--- src/rtl/lc4_mul_seq.sv ---
// lc4_mul_seq
//   Multi-cycle shift-and-add multiplier controller. It has no adder of its own.
//   Instead it drives the shared combinational lc4 ALU with CHECK, ADD and SDR2
//   instructions. It captures i_alu_result on the next rising edge to build a
//   2*WORD_SIZE unsigned product in {hi, lo}.
//
// Ports
//   clk, rst_n            clock, asynchronous active-low reset
//   i_start               request, accepted only in IDLE or DONE
//   i_a, i_b              multiplicand / multiplier, latched on accept
//   o_busy                high while iterating (CHECK/ADD/SHH/SHL)
//   o_done                one-cycle completion pulse
//   o_prod_hi, o_prod_lo  product words, held until the next accept
//   o_alu_insn            instruction to the ALU
//   o_alu_r1data          ALU operand r1
//   o_alu_r2data          ALU operand r2
//   o_alu_carry           ALU carry input
//   i_alu_result          ALU result
module lc4_mul_seq #(
  parameter int WORD_SIZE = 16,
  parameter int CNT_W     = $clog2(WORD_SIZE)
) (
  input  logic                 clk,
  input  logic                 rst_n,
  input  logic                 i_start,
  input  logic [WORD_SIZE-1:0] i_a,
  input  logic [WORD_SIZE-1:0] i_b,
  output logic                 o_busy,
  output logic                 o_done,
  output logic [WORD_SIZE-1:0] o_prod_hi,
  output logic [WORD_SIZE-1:0] o_prod_lo,
  output logic [15:0]          o_alu_insn,
  output logic [WORD_SIZE-1:0] o_alu_r1data,
  output logic [WORD_SIZE-1:0] o_alu_r2data,
  output logic                 o_alu_carry,
  input  logic [WORD_SIZE-1:0] i_alu_result
);

  localparam logic [15:0] INSN_NOP   = 16'h0000;
  localparam logic [15:0] INSN_ADD   = 16'h1000;
  localparam logic [15:0] INSN_CHECK = 16'h1008;
  localparam logic [15:0] INSN_SDR2  = 16'hA030;

  typedef enum logic [2:0] {
    S_IDLE  = 3'd0,
    S_CHECK = 3'd1,
    S_ADD   = 3'd2,
    S_SHH   = 3'd3,
    S_SHL   = 3'd4,
    S_DONE  = 3'd5
  } state_t;

  state_t               state;
  state_t               state_nxt;
  logic [WORD_SIZE-1:0] a;
  logic [WORD_SIZE-1:0] hi;
  logic [WORD_SIZE-1:0] lo;
  logic [CNT_W-1:0]     cnt;
  logic                 c;
  logic                 hb;

  // State register
  always_ff @(posedge clk or negedge rst_n) begin
    if (!rst_n) begin
      state <= S_IDLE;
    end else begin
      state <= state_nxt;
    end
  end

  // Next-state logic
  always_comb begin
    state_nxt = state;
    case (state)
      S_IDLE:  state_nxt = i_start ? S_CHECK : S_IDLE;
      // The ALU returns lo[0] replicated, so bit 0 is the current multiplier bit.
      S_CHECK: state_nxt = i_alu_result[0] ? S_ADD : S_SHH;
      S_ADD:   state_nxt = S_SHH;
      S_SHH:   state_nxt = S_SHL;
      S_SHL:   state_nxt = (cnt == '0) ? S_DONE : S_CHECK;
      S_DONE:  state_nxt = i_start ? S_CHECK : S_IDLE;
      default: state_nxt = S_IDLE;
    endcase
  end

  // Datapath registers: operand load, accumulate, and the two half-shifts
  always_ff @(posedge clk or negedge rst_n) begin
    if (!rst_n) begin
      a   <= '0;
      hi  <= '0;
      lo  <= '0;
      cnt <= '0;
      c   <= 1'b0;
      hb  <= 1'b0;
    end else begin
      case (state)
        S_IDLE, S_DONE: begin
          if (i_start) begin
            a   <= i_a;
            lo  <= i_b;
            hi  <= '0;
            cnt <= CNT_W'(WORD_SIZE - 1);
          end
        end
        S_CHECK: c <= 1'b0;
        S_ADD: begin
          hi <= i_alu_result;
          // A wrapped sum is smaller than either addend. That is the lost carry-out.
          c  <= (i_alu_result < hi);
        end
        S_SHH: begin
          hb <= hi[0];
          hi <= i_alu_result;
        end
        S_SHL: begin
          lo <= i_alu_result;
          if (cnt != '0) begin
            cnt <= cnt - CNT_W'(1);
          end
        end
        default: ;
      endcase
    end
  end

  // Output decode: ALU bus drive and status, all derived from registered state
  always_comb begin
    o_alu_insn   = INSN_NOP;
    o_alu_r1data = '0;
    o_alu_r2data = '0;
    o_alu_carry  = 1'b0;
    o_busy       = 1'b0;
    o_done       = 1'b0;
    case (state)
      S_CHECK: begin
        o_alu_insn   = INSN_CHECK;
        o_alu_r2data = lo;
        o_busy       = 1'b1;
      end
      S_ADD: begin
        o_alu_insn   = INSN_ADD;
        o_alu_r1data = hi;
        o_alu_r2data = a;
        o_busy       = 1'b1;
      end
      S_SHH: begin
        o_alu_insn   = INSN_SDR2;
        o_alu_r2data = hi;
        o_alu_carry  = c;
        o_busy       = 1'b1;
      end
      S_SHL: begin
        o_alu_insn   = INSN_SDR2;
        o_alu_r2data = lo;
        o_alu_carry  = hb;
        o_busy       = 1'b1;
      end
      S_DONE:  o_done = 1'b1;
      default: ;
    endcase
  end

  assign o_prod_hi = hi;
  assign o_prod_lo = lo;

endmodule

--- config.mk ---
export PLATFORM = sky130hd
export DESIGN_NAME = lc4_mul_seq
export DESIGN_NICKNAME = d
export VERILOG_FILES = /design/src/rtl/lc4_mul_seq.sv
export SDC_FILE = /design/constraint.sdc
export NUM_CORES = 1
export LEC_CHECK = 0
export ABC_AREA = 1
export BUFFER_PORTS_ARGS = -buffer_cell sky130_fd_sc_hd__buf_2
export CAP_MARGIN = 20
export CORE_AREA = 2 2 98 100
export DETAILED_ROUTE_END_ITERATION = 10
export DIE_AREA = 0 0 100 102
export GPL_TIMING_DRIVEN = 1
export HOLD_SLACK_MARGIN = 0.1
export PLACE_DENSITY_LB_ADDON = 0.25
export SLEW_MARGIN = 20
export SYNTH_ARGS = -nofsm -noshare
export SYNTH_HDL_FRONTEND = slang
export SYNTH_SLANG_ARGS = --single-unit
--- constraint.sdc ---
create_clock -name clk -period 2 [get_ports clk]
set_clock_uncertainty 0.2 [all_clocks]
set_input_delay 0.1 -clock clk [delete_from_list [all_inputs] [get_ports clk]]
set_output_delay 0.1 -clock clk [all_outputs]
set_load 0.01 [all_outputs]
==> reports/results.txt, run 1 <==
Sequential power share: 0.291
PwrDens: 1533 nW/um2
CTS tree: built
Placed cell areas: 3958 um2
Row Count: 35
Root buffer cell: clkbuf_8
Nets: 675
Largest net degree at the start of global routing: 35
Pleak: 2.587 nW
H-tree Lvls: 3
Crit path buffers/inverters: 4
Initial antenna violation count: 0
CTS max path bufs: 2
Number of global-route vias before repair: 3,276
PnR worst setup slack: 0.06168 ns
Drt initial violations: 153
Worst rel slew slack: 0.6111
Ordered cell list for the critical path: inv_2 > nand2_4 > nor2_4 > buf_12 > buf_12 > nand2_1 > o211ai_1 > buf_2
Final Cycle Share: 0.9692
Share of cells above drive strength 1: 0.3007
GP Congestion: 0.8130
Fillers: 877
CP endpoint kind: output port
Commonest non-fill, non-tap cell in the layout: nand2_1
Total routed wirelength: 10.56 mm
Worst-Skew Late Latency: 0.33 ns
Die area: 10,200 um2
Overall routing resource usage: 0.2117
Post-placement setup slack: 0.1344 ns
Max FO, Critical Path: 6
Via-to-Cell Ratio: 4.700
Critical path's top delay family: buffers and inverters
CP startpoint kind: register
Slew Viols, Final: 0
Ranking of synthesized cells by area: dfrtp_1 (44%), nand2_1 (20%), ha_1 (6.6%)
Avg WL per Cell: 14.61 um
Synth area leader: dfrtp_1
Via Count: 3,398
Sw Share: 0.4703
Outcome: finished, final reports clean
Starting Density: 0.3541
PortBufs: 123
HPWL Detailed: 7.502 mm
CTS Sinks: 57
Syn Inst Count: 420
Synth warn: 0
Final setup viols: 0
Critical Path Source: state[2]
Max cap viols: 0
I/O Pins: 134
Post-DRT Antenna Nets: 0
Sequential share of the synthesized area: 0.4422
Post-layout utilization of the core: 0.5229
Minimum clock period: 1.938 ns
Grt ovf: 0
Core footprint: 9109 um2
DRC Markers: 0
Commonest non-fill, non-tap cells in the layout: nand2_1 (169), buf_2 (123), dfrtp_1 (55)
P_int: 3.868 mW
CP peak stage delay: 0.39 ns
F_max: 515.9 MHz
Worst slew pin tran: 0.5833 ns
First-pass GRT wire length: 16.43 mm
Final hold violations: 0
Die Ht: 102 um
Final instance area: 4763 um2
Min Hold Slack: 0.08494 ns
Critical Path RT: 1.70 ns
Ant. Diodes: 0
VDD IR max: 601.1 uV
Comb pwr share: 0.579
Slowest cell on crit path: dfrtp_1
Die X: 100 um
Arrival time of the worst setup path: 1.64 ns
Psw: 3.434 mW
WS Path Type: reg -> out
Post-synth cell types: 29
Initial DRT Pass Iterations: 4
Clock share of power: 0.131
HP Class: in -> async
Synth top area share: 0.4422
CTS buffer count: 9
FF-to-FF Start: state[2]
Clock slew at reported path FFs: 0.07 ns
RSZ-0062 raised after global routing: true
Post-Syn Area: 3226 um2
R2R Setup Slk: 0.15 ns
Synth Register Bits: 57
Critical path's most frequent cell: buf_12
Syn Area/Cell: 7.680 um2
Area grow syn2layout: 47.67%
[routing by layer]
metal	vias to the layer above	wire length (um)	track usage
met1	1576	4615	0.2761
met4	0	156	0.07376
met3	13	678	0.04720
li1	1687	-	-
met2	122	5113	0.3498
met5	-	0	0
[worst paths after layout]
check	to	cells past startpoint
max reg2reg	o_prod_hi[8]	7
max	o_alu_r2data[7]	8
min	o_prod_lo[13]	2
max in group asynchronous	o_prod_lo[6]	3
min reg2reg	a[13]	2
min in group clk	a[2]	5
[registers in the layout, summed over array words and instances (netlist names)]
name / cells
o_prod_hi: 16
cnt: 4
state: 3
c: 1
hb: 1
o_prod_lo: 16
a: 16
[stage by stage]
step                      TNS (ns)  total power, mW  std cells
after floorplan                  0            4.492        429
after global placement           0            5.913        649
after detailed placement         0            5.998        649
after CTS                 -0.01261            7.168        717
after global routing       -0.2122            7.962        723
final                            0            7.303        723
[repair_timing]
| item | CTS | global route |
|---|---|---|
| endpoints found under the setup margin | 38 | 36 |
| gates cloned | 1 | 1 |
| hold buffers | 49 | 0 |
| gates resized for setup | 8 | 5 |
| setup buffers | 2 | 5 |
| pin swaps | 2 | 4 |
| hold endpoints to repair | 106 | 0 |
[layout make-up]
class                           instances  area [um2]  share of cell area
Clock buffer                           10       137.6             0.02889
Clock inverter                          6       33.78            0.007092
Inverter                               36       145.1             0.03047
Tap cell                              111       138.9             0.02916
Timing Repair Buffer                  194        1339              0.2811
Sequential cell                        57        1429              0.3000
Multi-Input combinational cell        309        1540              0.3234
[cell families after synthesis]
| family | count (synthesis) | synth area share |
|---|---|---|
| AND/OR/NAND/NOR | 232 | 0.2929 |
| buffers and inverters | 64 | 0.1059 |
| flip-flops | 57 | 0.4422 |
| AO/OA/AOI/OAI | 48 | 0.08921 |
| adder cells (fa/ha/maj) | 17 | 0.06594 |
| XOR/XNOR | 1 | 0.002716 |
| other | 1 | 0.001163 |
[synth_stat cells (all sizes together)]
cell type,count
nand2,175
dfrtp,57
inv,36
nor2,31
buf,27
o21ai,23
nand3,20
ha,17
o211ai,17
a21oi,7
nor3,4
clkbuf,1
conb,1
nand4,1
o22ai,1
or2,1
xor2,1
[power by group through the flow]
stage / clock network [mW] / registers (mW) / logic (mW)
3_3_place_gp: 0 / 2.11 / 3.80
3_5_place_dp: 0 / 2.12 / 3.88
2_1_floorplan: 0 / 2.16 / 2.33
4_1_cts: 0.984 / 2.12 / 4.06
5_1_grt: 1.05 / 2.19 / 4.72
6_report: 0.955 / 2.12 / 4.23
[worst reg2reg max path, cell delays in order, from the launching register on]
cell     delay [ns]
dfrtp_1        0.39
inv_2          0.11
buf_4          0.12
nor2_2         0.04
o21ai_2        0.40
nand2_1        0.14
buf_4          0.20
o21ai_0        0.17
Power figures use the tool's default switching activity.
==> run 2, diff against run 1 <==
--- a/config.mk
+++ b/config.mk
@@ -8,9 +8,9 @@
 export ABC_AREA = 1
 export BUFFER_PORTS_ARGS = -buffer_cell sky130_fd_sc_hd__buf_2
 export CAP_MARGIN = 20
-export CORE_AREA = 2 2 98 100
+export CORE_AREA = 2 2 85 87
 export DETAILED_ROUTE_END_ITERATION = 10
-export DIE_AREA = 0 0 100 102
+export DIE_AREA = 0 0 87 89
 export GPL_TIMING_DRIVEN = 1
 export HOLD_SLACK_MARGIN = 0.1
 export PLACE_DENSITY_LB_ADDON = 0.25
==> run 2 against run 1 <==
  * The run now ends with setup timing left
  * Via count grew 3.7%
  * Largest cell class unchanged
  * Combinational power shrank 0.9%
  * Die area shrank 24%
  * Critical endpoint is now o_alu_r2data[11]
  * Maximum frequency shrank 5.7%
  * Critical path type unchanged
  * Register-to-register slack lost 0.12 ns
  * Critical path depth is the same
  * Routed wire length shrank 0.21%
  * Largest power group unchanged
==> reports/results.txt, run 2 (synthesized netlist as in run 1, its figures left out) <==
Outcome: finished, violations left
Failing checks: setup timing
HPWL Detailed: 6.827 mm (-9.0%)
Commonest non-fill, non-tap cell in the layout: nand2_1
Slowest cell on crit path: dfrtp_2
Ant. Diodes: 0 (unchanged)
Clock slew at reported path FFs: 0.07 ns (about the same)
CTS buffer count: 9 (unchanged)
CTS Sinks: 57 (unchanged)
Final Cycle Share: 1.028 (+0.05840)
Number of global-route vias before repair: 3,323 (+1.4%)
GP Congestion: 0.9006 (+11%)
Post-placement setup slack: 0.1303 ns (-0.004106 ns)
Overall routing resource usage: 0.2725 (+0.06079)
PortBufs: 123 (unchanged)
Fillers: 559 (-36%)
Max FO, Critical Path: 8 (+2)
Total routed wirelength: 10.54 mm (-0.21%)
CP startpoint kind: register
Critical Path RT: 1.70 ns (about the same)
Max cap viols: 0 (unchanged)
Critical path's most frequent cell: inv_2
Critical path's top delay family: flip-flops
Minimum clock period: 2.055 ns (+0.1168 ns)
Initial antenna violation count: 0 (unchanged)
Arrival time of the worst setup path: 1.76 ns (+0.12 ns)
Starting Density: 0.4801 (+0.1260)
Min Hold Slack: 0.1424 ns (+0.05749 ns)
Via-to-Cell Ratio: 5.109 (+8.7%)
Slew Viols, Final: 0 (unchanged)
PnR worst setup slack: -0.05512 ns (-0.1168 ns)
Share of cells above drive strength 1: 0.2934 (-0.007211)
Fin Setup TNS: -0.3529 ns (-0.3529 ns)
Commonest non-fill, non-tap cells in the layout: nand2_1 (168), buf_2 (123), dfrtp_1 (55)
WS Path Type: reg -> out
Post-DRT Antenna Nets: 0 (unchanged)
Multi-input logic area: 1531 um2 (-0.57%)
VDD IR max: 809.7 uV (+35%)
Row Count: 30 (-14%)
Die X: 87 um (-13%)
Area grow syn2layout: 46.70%
Cells after DPL: 612 (-5.7%)
First-pass GRT wire length: 15.95 mm (-2.9%)
Via Count: 3,525 (+3.7%)
F_max: 486.6 MHz (-5.7%)
FF+latch area: 1429 um2 (unchanged)
Placed cell areas: 3849 um2 (-2.8%)
Largest net degree at the start of global routing: 38 (+8.6%)
Root buffer cell: clkbuf_8
Ordered cell list for the critical path: inv_2 > nand2_2 > nor2_1 > inv_2 > nand2_4 > nand2_1 > o211ai_1 > buf_2
Nets: 673 (-0.30%)
Final hold violations: 0 (unchanged)
Initial DRT Pass Iterations: 4 (unchanged)
CTS tree: built
Core footprint: 6719 um2 (-26%)
Drt initial violations: 189 (+24%)
PwrDens: 1595 nW/um2 (+4.1%)
HP Class: in -> async
Grt ovf: 0 (unchanged)
Die Ht: 89 um (-13%)
Worst-Skew Late Latency: 0.34 ns (about the same)
Avg WL per Cell: 15.28 um (+4.6%)
CP peak stage delay: 0.48 ns (+0.09 ns)
Worst rel slew slack: 0.6013 (-0.009805)
CTS max path bufs: 2 (unchanged)
RSZ-0062 raised after global routing: true
Final non-filler cell total: 690 (-4.6%)
Die area: 7743 um2 (-24%)
Final instance area: 4732 um2 (-0.66%)
I/O Pins: 134 (unchanged)
Crit path buffers/inverters: 3 (-1)
DRC Markers: 0 (unchanged)
Pleak: 2.585 nW (-0.10%)
CP endpoint kind: output port
Final setup viols: 15 (+15)
H-tree Lvls: 3 (unchanged)
Worst slew pin tran: 0.5971 ns (+0.01384 ns)
==> run 2: changes by cell type in the layout (fill, tap and decap cells not counted), sizes merged <==
cell         before  now
dlygate4sd3      49   51
clkbuf           11   12
buf             144  140
bufinv            0    2
clkinv            6    3
==> run 2: through the flow <==
stage	util	total power, mW
3_5_place_dp	0.5728	5.832
6_report	0.7043	7.549
5_1_grt	0.7043	8.103
3_3_place_gp	0.5728	5.716
2_1_floorplan	-	4.492
4_1_cts	0.6899	7.261
==> run 2: tightest hold or removal path: cells and delay by family <==
kind / cells / cell delay, ns
buf+inv: 3 / 1.02
==> run 2: report_power, final <==
group | internal [mW] | leakage (nW) | total, mW | switching [mW]
Sequential | 1.71 | 0.706 | 2.15 | 0.433
Clock | 0.733 | 0.113 | 1.21 | 0.477
Combinational | 1.62 | 1.77 | 4.19 | 2.58
==> run 2: final timing paths <==
| path | start | endpoint | slack [ns] | cells after the start |
|---|---|---|---|---|
| min in group clk | i_a[13] | a[13] | 0.28 | 4 |
| max in group asynchronous | rst_n | o_prod_lo[8] | 0.75 | 4 |
| max | state[1] | o_alu_r2data[11] | -0.06 | 8 |
| min | rst_n | o_prod_lo[2] | 0.14 | 3 |
| min reg2reg | a[2] | a[2] | 0.29 | 2 |
| max reg2reg | state[2] | state[0] | 0.03 | 8 |
==> run 2: layout make-up <==
cell class / count / area share
flip-flops and latches: 57 / 0.3020
multi-input cells: 309 / 0.3236
inverters: 36 / 0.03120
repair buffers: 192 / 0.2755
clock inverters: 5 / 0.01666
well taps: 80 / 0.02115
clock buffers: 11 / 0.02988
==> run 2: what timing repair did <==
item,4_1_cts,5_1_grt
gates cloned,1,1
hold buffers,51,0
pin swaps,3,3
gates resized for setup,9,3
buffers inserted,3,6
hold endpoints to repair,107,0
endpoints found under the setup margin,38,31
==> run 2: per-layer routing <==
| metal | part of all wire | GRT usage | vias up |
|---|---|---|---|
| met5 | 0 | 0 | - |
| met4 | 0.028 | 0.1051 | 0 |
| met3 | 0.082 | 0.04709 | 30 |
| met2 | 0.48 | 0.4643 | 183 |
| met1 | 0.41 | 0.3477 | 1627 |
| li1 | - | - | 1685 |
